==> config.mk <==
export PLATFORM = sky130hd
export DESIGN_NAME = cache_2way_control
export DESIGN_NICKNAME = d
export VERILOG_FILES = /design/src/rtl/cache_2way_control.sv
export SDC_FILE = /design/constraint.sdc
export NUM_CORES = 1
export LEC_CHECK = 0
export BUFFER_PORTS_ARGS = -buffer_cell sky130_fd_sc_hd__buf_4
export CORE_AREA = 2 2 39 41
export CTS_BUF_LIST = sky130_fd_sc_hd__clkbuf_8
export DETAILED_ROUTE_END_ITERATION = 12
export DIE_AREA = 0 0 41 43
export PLACE_DENSITY = 0.62
export SLEW_MARGIN = 5
export SYNTH_ARGS = -nofsm -noshare
export SYNTH_HDL_FRONTEND = slang
export SYNTH_SLANG_ARGS = --single-unit
==> constraint.sdc <==
create_clock -name clk -period 1.5 [get_ports clk]
set_clock_uncertainty 0.05 [all_clocks]
set_input_delay 0.225 -clock clk [delete_from_list [all_inputs] [get_ports clk]]
set_output_delay 0.225 -clock clk [all_outputs]
set_load 0.02 [all_outputs]
==> src/rtl/cache_2way_control.sv <==
// rtl/cache_2way_control.sv - control FSM for the 2-way set-associative L2 cache datapath
// Optional feature macro CACHE_PERF_CNT_EN adds hit/miss/writeback counters.
module cache_2way_control (
  input  logic        clk,
  input  logic        rst,
  input  logic        mem_read,
  input  logic        mem_write,
  output logic        mem_resp,
  input  logic        hit,
  input  logic        eviction,
  output logic        array_read,
  output logic        array_load,
  output logic        lru_load,
  output logic        pmdr_load,
  output logic        datawritemux_sel,
  output logic        adaptermux_sel,
  output logic        pmemaddrmux_sel,
  output logic        dirty_load,
  output logic        pmem_read,
  output logic        pmem_write,
  input  logic        pmem_resp
`ifdef CACHE_PERF_CNT_EN
  ,
  output logic [31:0] hit_count,
  output logic [31:0] miss_count,
  output logic [31:0] wb_count
`endif
);

  typedef enum logic [2:0] {
    IDLE,
    CHECK,
    WB_LATCH,
    WRITEBACK,
    FILL
  } state_t;

  state_t state;
  state_t next_state;
  logic   rst_q;
  logic   req;

  assign req = mem_read | mem_write;

  // rst_q marks the first cycle after a reset edge, where every output stays low.
  always_ff @(posedge clk) begin
    if (rst) begin
      state <= IDLE;
    end else begin
      state <= next_state;
    end
    rst_q <= rst;
  end

  always_comb begin
    next_state       = state;
    mem_resp         = 1'b0;
    array_read       = 1'b0;
    array_load       = 1'b0;
    lru_load         = 1'b0;
    pmdr_load        = 1'b0;
    datawritemux_sel = 1'b0;
    adaptermux_sel   = 1'b0;
    pmemaddrmux_sel  = 1'b0;
    dirty_load       = 1'b0;
    pmem_read        = 1'b0;
    pmem_write       = 1'b0;
    if (!rst_q) begin
      case (state)
        IDLE: begin
          array_read = 1'b1;
          if (req) begin
            next_state = CHECK;
          end
        end
        CHECK: begin
          array_read = 1'b1;
          if (hit) begin
            mem_resp   = 1'b1;
            lru_load   = 1'b1;
            next_state = IDLE;
            if (mem_write) begin
              array_load       = 1'b1;
              datawritemux_sel = 1'b1;
              dirty_load       = 1'b1;
              adaptermux_sel   = 1'b1;
            end
          end else if (eviction) begin
            next_state = WB_LATCH;
          end else begin
            next_state = FILL;
          end
        end
        WB_LATCH: begin
          pmdr_load  = 1'b1;
          array_read = 1'b1;
          next_state = WRITEBACK;
        end
        WRITEBACK: begin
          pmem_write      = 1'b1;
          pmemaddrmux_sel = 1'b1;
          if (pmem_resp) begin
            next_state = FILL;
          end
        end
        FILL: begin
          pmem_read = 1'b1;
          if (pmem_resp) begin
            array_load = 1'b1;
            dirty_load = 1'b1;
            next_state = CHECK;
          end
        end
        default: next_state = IDLE;
      endcase
      // A reset landing on a commit cycle must not leave a partial array/LRU update.
      if (rst) begin
        mem_resp   = 1'b0;
        array_load = 1'b0;
        lru_load   = 1'b0;
        pmdr_load  = 1'b0;
        dirty_load = 1'b0;
      end
    end
  end

`ifdef CACHE_PERF_CNT_EN
  state_t prev_state;

  // A hit right after FILL is the re-check of a miss, already counted as a miss.
  always_ff @(posedge clk) begin
    if (rst) begin
      prev_state <= IDLE;
      hit_count  <= 32'd0;
      miss_count <= 32'd0;
      wb_count   <= 32'd0;
    end else begin
      prev_state <= state;
      if (state == CHECK && hit && prev_state != FILL) begin
        hit_count <= hit_count + 32'd1;
      end
      if (state == CHECK && !hit) begin
        miss_count <= miss_count + 32'd1;
      end
      if (state == WRITEBACK && pmem_resp) begin
        wb_count <= wb_count + 32'd1;
      end
    end
  end
`endif

endmodule

* After elaboration in Yosys (flattened, before gate mapping) *
Index checks and enable logic that the tools add are counted.

cells by class
  equal/unequal tests = 7
  bitwise gates (word level) = 2
  reduce and logical (&&, ||, !) cells = 3
  mux-type cells = 27

operator list
  operator                                                          count
  1-bit 2-to-1 mux                                                  20
  3-bit 2-to-1 mux                                                  5
  3-bit case mux with 5 select lines                                1
  3-bit by 2-bit == test with 1-bit output (second input constant)  2
  2-bit inequality test (second input constant)                     3
  4-bit AND reduction                                               1
  3-bit by 1-bit == test with 1-bit output (second input constant)  1
  3-bit == test (second input constant)                             1
  3-bit logical NOT                                                 1
  3-bit OR reduction                                                1
  1-bit case mux with 2 select lines                                1
  1-bit inverter                                                    1
  1-bit bitwise OR                                                  1

word-level totals
  register bits after elaboration = 4
  input bits = 7
  word-level logic and storage cells = 41

* Longest topological paths before layout *
  word-level depth = 5
  mapped depth = 6
  mapped depth without buffers = 4

* Worst setup path before layout *
No wires, ideal clock.

  path type = register to output
  from = register state[0]
  to = output port dirty_load
  required time = 1225 ps
  path buffers = 2
  arrival time = 1605 ps
  slack = -380 ps
  cell stages (with the launch flop) = 7
  cells stage by stage = dfxtp_1 buf_6 nand3_1 nor2_1 a31oi_1 nor4_1 buf_4

between the ends
  longest elaborated chain between the ends = 4

ends and longest elaborated chain
  element                                                                    RTL line  RTL
  start: declaration                                                         38        state_t state;
  start signal: assignment                                                   50        state <= next_state;
  3-bit == test or 3-bit by 1-bit == test with 1-bit output (tied branches)  --
  1-bit case mux with 2 select lines (*)                                     --
  1-bit 2-to-1 mux (*) (2 in a row)                                          --
  end: declaration                                                           18        output logic dirty_load,

Every way passes the cells marked *; elsewhere a longest branch is shown, timed or not.

* Worst setup path after layout *
  from = register state[1]
  to = output port lru_load

between the ends
  longest elaborated chain between the ends = 4

ends and longest elaborated chain
  element                                   RTL line  RTL
  3-bit by 1-bit == test with 1-bit output  69        case (state)
  1-bit 2-to-1 mux                          69
  1-bit 2-to-1 mux                          117       if (rst) begin
  1-bit 2-to-1 mux                          68        if (!rst_q) begin
  end: declaration                          13        output logic lru_load,

No other way between the ends.

==> run metrics <==
Initial Util=0.262; Crit Path Category=reg -> out; dpl ws=24.8 ps; syn_nets=53; final cell count without fillers=80; DRT Pass-1 Iters=4; post-DR wirelength/cell=13.4 um; slowest CP cell=dfxtp_4; DRT antenna net count=0; Mapped Cells=46; R2R depth=5; worst rel slew slack=0.803; Inserted Clock Buffers=3; sequential fraction of the synthesis area=0.221; CP max FO=8; Clock H-tree levels=1; detailed placement HPWL=780 um; RSZ-0062 raised after global routing=yes; latest clock arrival within the worst-skew pair=210 ps; number of synthesized flops with an enable pin=0; R2R Setup Slk=70 ps; ANT cells=0; Slew @ Worst Pin=295 ps; via count=424; highest clock rate=677 MHz; Fin. Hold Viols=0; Post-Syn Area=363 um^2; Pleak=0.243 nW; gp weighted congestion=0.758; gr ovfl total=0; CP required=1220 ps; max cap viols=0; clock transition at the registers of the reported paths=30 ps; Final period util=0.985; Final min period=1480 ps; global-route wire length before repair=1640 um; TritonCTS clock tree=yes; Die H=43 um; Die X=41 um; CTS Sinks=4; run status=completed; flops & latches, synth=4; CP endpoint kind=primary output; # port buffers=17; yosys warns=0; DRC viols=0; Clock Tree Root=clkbuf_8; min-delay worst type=in -> reg; layout net count=73; largest net degree at the start of global routing=13; Placed Area=494 um^2; Setup WS post-layout=22.3 ps; Design Area, Final=637 um^2; FF/Latch Area=92.6 um^2; Max Transition Viols Final=0; IO Count=18; crit path DAT=1200 ps; worst reg2reg path endpoint=state[2]$_SDFFE_PP0P_; crit-path max cell delay=360 ps; Setup crit end=lru_load; # rows=14; fin util=0.460; CORE AREA=1380 um^2; placed cell count=74; drt total wl=1080 um; die area=1760 um^2; layout cells sized above 1=0.656; fillcell total=143; worst vdd ir=0.409 mV; Final setup viols=0; Crit. path cell count=3; WP buf/inv=2; GRT Resource Usage Total=0.133; Final Power=425 uW; final hold slack=164 ps; initial antenna violation count=0; R2R Path Start=state[1]$_SDFFE_PP0P_; vias per inst=5.30; CP Launch Type=flop; Synth async-reset ratio=0; PD cells=667 nW/um^2; Hold Buf Count CTS=0; ys flop type=dfxtp_1; Avg Cell Area, Syn=7.89 um^2; area occupied by multi-input gates=295 um^2; Initial DRC Count=7; Cell variety after synth=27; CP Cell Sequence=buf_6 > nor4_4 > buf_4; area grow syn2layout=75.5%; final setup TNS=0 ps; CTS Buffer Depth=2; vias in the first global route=397; Critical Path Start=state[1]$_SDFFE_PP0P_; crit-path leading delay family=flip-flops
[cell usage in the layout, fill, tap and decap left out, drive strengths merged, types with 2 or more instances in the layout]
cell type,count
buf,23
a21oi,5
nor4,4
dfxtp,4
clkbuf,3
nor2,3
o21ai,3
nand3b,2
o211ai,2
nor4b,2
nand3,2
inv,2
[flip-flops by register name (all words and copies together) (netlist names)]
signal  flops
rst_q       1
state       3
[routing by layer]
metal	vias to the layer above	wire length (um)	track usage
met5	-	0	0
met4	0	0	0.0600
met3	0	77	0.0366
met2	16	590	0.225
met1	198	407	0.141
li1	210	-	-
[logic make-up (layout without fill, tap and decap cells)]
group                  after synthesis  after routing  share of synthesized area
AO/OA/AOI/OAI                       14             14                      0.286
AND/OR/NAND/NOR                     18             18                      0.314
buffers and inverters               10             28                      0.179
flip-flops                           4              4                      0.221
[Yosys cell counts, drive strengths merged (2+ instances only)]
| master | count | area (um^2) |
|---|---|---|
| nor4b | 2 | 17.5 |
| nor2 | 3 | 11.3 |
| buf | 7 | 53.8 |
| nor4 | 4 | 25.0 |
| o21ai | 3 | 18.8 |
| a21oi | 5 | 40.0 |
| inv | 2 | 7.51 |
| o211ai | 2 | 15.0 |
| nand3b | 2 | 15.0 |
| nand3 | 2 | 10.0 |
| dfxtp | 4 | 80.1 |
[report_power, final]
| part | switching (mW) | internal, mW | total, mW |
|---|---|---|---|
| clock network | 0.0529 | 0.171 | 0.224 |
| logic | 0.0434 | 0.0358 | 0.0793 |
| registers | 0.0130 | 0.109 | 0.122 |
| total | 0.109 | 0.316 | 0.425 |
[timing repair]
item / in CTS / in global routing
buffers inserted: 2 / 2
endpoints found under the setup margin: 9 / 7
cloned: 0 / 0
pin swaps: 1 / 1
gates resized for setup: 12 / 7
[worst min path at each step]
stage          start             to  depth (start not counted)
2_1_floorplan    rst  rst_q$_DFF_P_                          0
3_3_place_gp     rst  rst_q$_DFF_P_                          1
3_5_place_dp     rst  rst_q$_DFF_P_                          1
4_1_cts          rst  rst_q$_DFF_P_                          1
5_1_grt          rst  rst_q$_DFF_P_                          1
6_report         rst  rst_q$_DFF_P_                          1
[final cells by class]
type                    count  share of cell area
clock buffers               3              0.0648
inverters                   2              0.0118
multi-input cells          32               0.464
flip-flops and latches      4               0.145
well taps                  16              0.0314
repair buffers             23               0.283
(Power assumes the default switching activity.)
